[src/rtl/mem_stage.sv]
// Memory-access stage: branch resolve, req/ack data-memory access, registered MEM/WB fields.
// Latency 1 cycle without memop, 2+N with; stall holds upstream and inserts WB bubbles while busy.
module mem_stage #(
    parameter int DATA_W   = 64,
    parameter int MAX_WAIT = 255
) (
    input  logic              clk,
    input  logic              rst_n,
    input  logic [1:0]        wb_in,
    input  logic [2:0]        m_in,
    input  logic [DATA_W-1:0] adder_out_in,
    input  logic [DATA_W-1:0] alu_result_in,
    input  logic              mux_in,
    input  logic [4:0]        rd_in,
    input  logic [DATA_W-1:0] write_data_in,
    output logic              dmem_req,
    output logic              dmem_we,
    output logic [DATA_W-1:0] dmem_addr,
    output logic [DATA_W-1:0] dmem_wdata,
    input  logic              dmem_ack,
    input  logic [DATA_W-1:0] dmem_rdata,
    output logic              pc_src,
    output logic [DATA_W-1:0] branch_target,
    output logic              stall,
    output logic              mem_err,
    output logic [1:0]        wb_out,
    output logic [DATA_W-1:0] read_data_out,
    output logic [DATA_W-1:0] alu_result_out,
    output logic [4:0]        rd_out
);

    typedef enum logic {IDLE, BUSY} state_t;

    localparam int CNT_W = $clog2(MAX_WAIT);
    localparam logic [CNT_W-1:0] CNT_LAST = CNT_W'(MAX_WAIT - 1);

    state_t            state_q, state_d;
    logic [CNT_W-1:0]  cnt_q, cnt_d;
    logic              req_q, req_d;
    logic              we_q, we_d;
    logic [DATA_W-1:0] addr_q, addr_d;
    logic [DATA_W-1:0] wdata_q, wdata_d;
    logic              err_q, err_d;
    logic [1:0]        wb_q, wb_d;
    logic [DATA_W-1:0] rdata_q, rdata_d;
    logic [DATA_W-1:0] alu_q, alu_d;
    logic [4:0]        rd_q, rd_d;
    logic              memop;
    logic              release_busy;

    assign memop         = m_in[1] | m_in[0];
    assign pc_src        = m_in[2] & mux_in;
    assign branch_target = adder_out_in;
    // Ack takes priority over a timeout landing in the same cycle.
    assign release_busy  = dmem_ack || (cnt_q == CNT_LAST);

    always_comb begin
        state_d = state_q;
        cnt_d   = cnt_q;
        req_d   = req_q;
        we_d    = we_q;
        addr_d  = addr_q;
        wdata_d = wdata_q;
        err_d   = 1'b0;
        wb_d    = wb_q;
        rdata_d = rdata_q;
        alu_d   = alu_q;
        rd_d    = rd_q;
        stall   = 1'b0;
        case (state_q)
            IDLE: begin
                if (memop) begin
                    stall   = 1'b1;
                    state_d = BUSY;
                    cnt_d   = '0;
                    req_d   = 1'b1;
                    we_d    = m_in[0];
                    addr_d  = alu_result_in;
                    wdata_d = write_data_in;
                    wb_d    = 2'b00;
                end else begin
                    wb_d  = wb_in;
                    alu_d = alu_result_in;
                    rd_d  = rd_in;
                end
            end
            BUSY: begin
                if (release_busy) begin
                    state_d = IDLE;
                    req_d   = 1'b0;
                    wb_d    = wb_in;
                    alu_d   = alu_result_in;
                    rd_d    = rd_in;
                    rdata_d = (dmem_ack && !we_q) ? dmem_rdata : '0;
                    err_d   = !dmem_ack;
                end else begin
                    stall = 1'b1;
                    cnt_d = cnt_q + CNT_W'(1);
                    wb_d  = 2'b00;
                end
            end
            default: state_d = IDLE;
        endcase
    end

    always_ff @(posedge clk or negedge rst_n) begin
        if (!rst_n) begin
            state_q <= IDLE;
            cnt_q   <= '0;
            req_q   <= 1'b0;
            we_q    <= 1'b0;
            addr_q  <= '0;
            wdata_q <= '0;
            err_q   <= 1'b0;
            wb_q    <= 2'b00;
            rdata_q <= '0;
            alu_q   <= '0;
            rd_q    <= '0;
        end else begin
            state_q <= state_d;
            cnt_q   <= cnt_d;
            req_q   <= req_d;
            we_q    <= we_d;
            addr_q  <= addr_d;
            wdata_q <= wdata_d;
            err_q   <= err_d;
            wb_q    <= wb_d;
            rdata_q <= rdata_d;
            alu_q   <= alu_d;
            rd_q    <= rd_d;
        end
    end

    assign dmem_req       = req_q;
    assign dmem_we        = we_q;
    assign dmem_addr      = addr_q;
    assign dmem_wdata     = wdata_q;
    assign mem_err        = err_q;
    assign wb_out         = wb_q;
    assign read_data_out  = rdata_q;
    assign alu_result_out = alu_q;
    assign rd_out         = rd_q;

endmodule

[config.mk]
export PLATFORM = sky130hd
export DESIGN_NAME = mem_stage
export DESIGN_NICKNAME = d
export VERILOG_FILES = /design/src/rtl/mem_stage.sv
export SDC_FILE = /design/constraint.sdc
export NUM_CORES = 1
export LEC_CHECK = 0
export BUFFER_PORTS_ARGS = -buffer_cell sky130_fd_sc_hd__buf_2
export CAP_MARGIN = 20
export CORE_AREA = 2 2 237 239
export DETAILED_ROUTE_END_ITERATION = 8
export DIE_AREA = 0 0 239 241
export GPL_ROUTABILITY_DRIVEN = 0
export SLEW_MARGIN = 20
export SYNTH_ARGS = -nofsm -noshare
export SYNTH_HDL_FRONTEND = slang
export SYNTH_SLANG_ARGS = --single-unit
export TNS_END_PERCENT = 100
[constraint.sdc]
create_clock -name clk -period 2.5 [get_ports clk]
set_input_delay 0 -clock clk [delete_from_list [all_inputs] [get_ports clk]]
set_output_delay 0 -clock clk [all_outputs]
set_load 0.02 [all_outputs]
==> impl_metrics.toml <==
[status]
outcome = "complete, no violations"

[setup_path]
worstReg2RegStart = "state_q"
startpoint = "state_q"
crit_path_cell_trace = "or3_1 > o211ai_4 > inv_4 > buf_2"
crit_fanout = 40
worst_ep_required_time_ps = 2500
slowest_delay_ps = 590
crit_path_end_kind = "output pin"
critPathLaunchType = "flip-flop"
arrival_ps = 2210
path_class = "reg2out"
crit_path_top_delay_cell = "dfrtp_1"

[synthesis]
async_flop_share_pct = 100
ys_top_cells_by_count = "275 x dfrtp_1, 188 x mux2_2, 132 x nand2_1, 74 x buf_4, 65 x nand2b_1"
synth_edf_count = 0
synth_ff_type = "dfrtp_1"
syn-cell-area_um2 = 11600
ys_ff_latch = 275
synth.most_common_cell = "dfrtp_1"
syn_avg_cell_area_um2 = 13.0
yosys.cell_types.count = 39
synth.largest_area_cell = "dfrtp_1"
netlist_instances = 892
ys_warn_count = 0
syn_nets = 1164
ys_top_cells_by_area = "dfrtp_1 59%, mux2_2 18%, buf_4 4.8%"
synth_top_area_share_pct = 59.3
ys_seq_area_share_pct = 59.3

[sta]
setup_viol = 0
whs_ps = 0.00777
rsz0062_at_grt = "false"
layout_min_cycle_time_ps = 2210
relSlewSlack_pct = 54.7
hold_viol = 0
fin_skew_ps = 29.1
timing.final.crit_share_pct = 88.5
setup-tns-final_ps = 0
final_max_slew_viol_count = 0
max_freq_ghz = 0.452
tightestPinTransition_ps = 680

[detailed_routing]
wl_met1_um = 13600
dr.max_layer_used = "met5"
drtIter0Drc = 277
routed_wirelength_um = 37200
vias_per_cell = 4.13
num_vias = 9255
routed-wl-met3_um = 3550
first_pass_iters = 4
met2WireLength_um = 18200
ant_nets = 0
route.detailed.wl_per_inst_um = 16.6
post-route-drc-count = 0

[global_route]
grt_max_degree = 84
antenna_found_initial = 2
grt_pass1_wl_um = 55600
grt_usage_pct = 12.4
grt_pass1_vias = 10000
gr-total-overflow = 0

[power]
power_density_nw_per_um2 = 878
p_leak_nw = 8.06
fin_total_pwr_w = 0.0154
ir_drop_mv = 0.601

[placed_design]
dpl.hpwl_um = 25000
dpl.cell_count = 1979
postPlaceCellArea_um2 = 14500
port_buffers = 473

[cts]
cts-root-buf = "clkbuf_16"
path_clk_slew_ps = 50
clk_latency_ps = 550
clock_path_buffers = 3
clock_sinks = 275
cts.htree.levels = 2
cts_tree = "done"
cts_made_buffers = 34

[worst_hold_path]
hold_path.class = "in2out"
hold_start = "adder_out_in[54]"

[floorplan]
die_y_um = 241
die-area_um2 = 57600
start_util_pct = 21.1
num_rows = 86
io_pins = 602
core_area_um2 = 54900
die-width_um = 239

[layout]
area_delta_synth_final_pct = 51.1
fin_nets = 1784
layout-drive-gt1-share_pct = 48.9
antenna_cells = 0
layout.cells.non_filler = 2239
stdcell_area_um2 = 17500

[run]
cap_violations = 0
==> stage by stage <==
stage | setup slack [ps] | util [%]
after floorplan | 665 | -
after global placement | 305 | 26.3
after detailed placement | 257 | 26.3
after CTS | 232 | 32.0
after global routing | 110 | 32.0
final | 286 | 32.0
==> cell families (layout without fill, tap and decap cells) <==
group	count (synthesis)	count (layout)	share of synthesized area, %
muxes	202	202	19.9
buffers and inverters	117	760	6.54
DFF	275	275	59.3
AOI/OAI and AO/OA	77	77	5.05
adders and majority gates	2	2	0.216
and+or+nand+nor	219	219	9.02
==> final cells by class <==
| cell class | count | area [um^2] |
|---|---|---|
| clock inverter | 10 | 116 |
| sequential | 275 | 6880 |
| tap | 704 | 881 |
| inverter | 3 | 13.8 |
| timing repair buffer | 698 | 4690 |
| multi-input combinational | 500 | 3990 |
| clock buffer | 49 | 957 |
| fill | 5428 | 37300 |
==> metal layers <==
layer	vias up	GRT usage, %
li1	4238	-
met1	4473	12.9
met2	434	21.5
met3	108	4.90
met4	2	6.97
met5	-	0
==> worst max-delay path, delay by kind of cell (launching register included) <==
family	cells	cell delay, ps
buffers and inverters	2	730
AO/OA/AOI/OAI	1	110
flip-flops	1	590
AND/OR/NAND/NOR	1	230
==> sequential cells by signal, summed over array words and instances (netlist names) <==
| name | count |
|---|---|
| dmem_we | 1 |
| dmem_addr | 64 |
| mem_err | 1 |
| rd_out | 5 |
| dmem_req | 1 |
| wb_out | 2 |
| state_q | 1 |
| cnt_q | 8 |
| dmem_wdata | 64 |
| alu_result_out | 64 |
| read_data_out | 64 |
==> report_power, final <==
| group | total (W) | leakage [nW] | internal [W] | switching, W |
|---|---|---|---|---|
| registers | 0.00609 | 3.28 | 0.00546 | 0.000636 |
| clock network | 0.00480 | 0.514 | 0.00279 | 0.00201 |
| logic | 0.00450 | 4.26 | 0.00191 | 0.00259 |
==> final timing paths <==
path,endpoint,slack [ps],depth (start not counted)
hold reg to reg,alu_result_out[4],500,1
setup / recovery,stall,290,4
setup reg to reg,alu_result_out[29],540,4
max in group asynchronous,read_data_out[60],1620,3
hold / removal,branch_target[54],0.008,0
min in group asynchronous,dmem_wdata[29],40,2
==> cell usage in the layout, fill, tap and decap left out, types with 14 or more instances in the layout <==
| cell | count |
|---|---|
| dfrtp_1 | 275 |
| clkbuf_16 | 34 |
| mux2_2 | 188 |
| o211ai_1 | 64 |
| buf_4 | 14 |
| nand2_1 | 132 |
| buf_2 | 472 |
| nand2b_1 | 65 |
| dlygate4sd3_1 | 201 |
==> timing repair <==
item	4_1_cts	5_1_grt
hold buffers	201	0
setup endpoints to repair	1	0
hold endpoints to repair	478	0
setup buffers	0	0
resized for setup	1	0
Note: power is estimated with default switching activity, not from simulation.
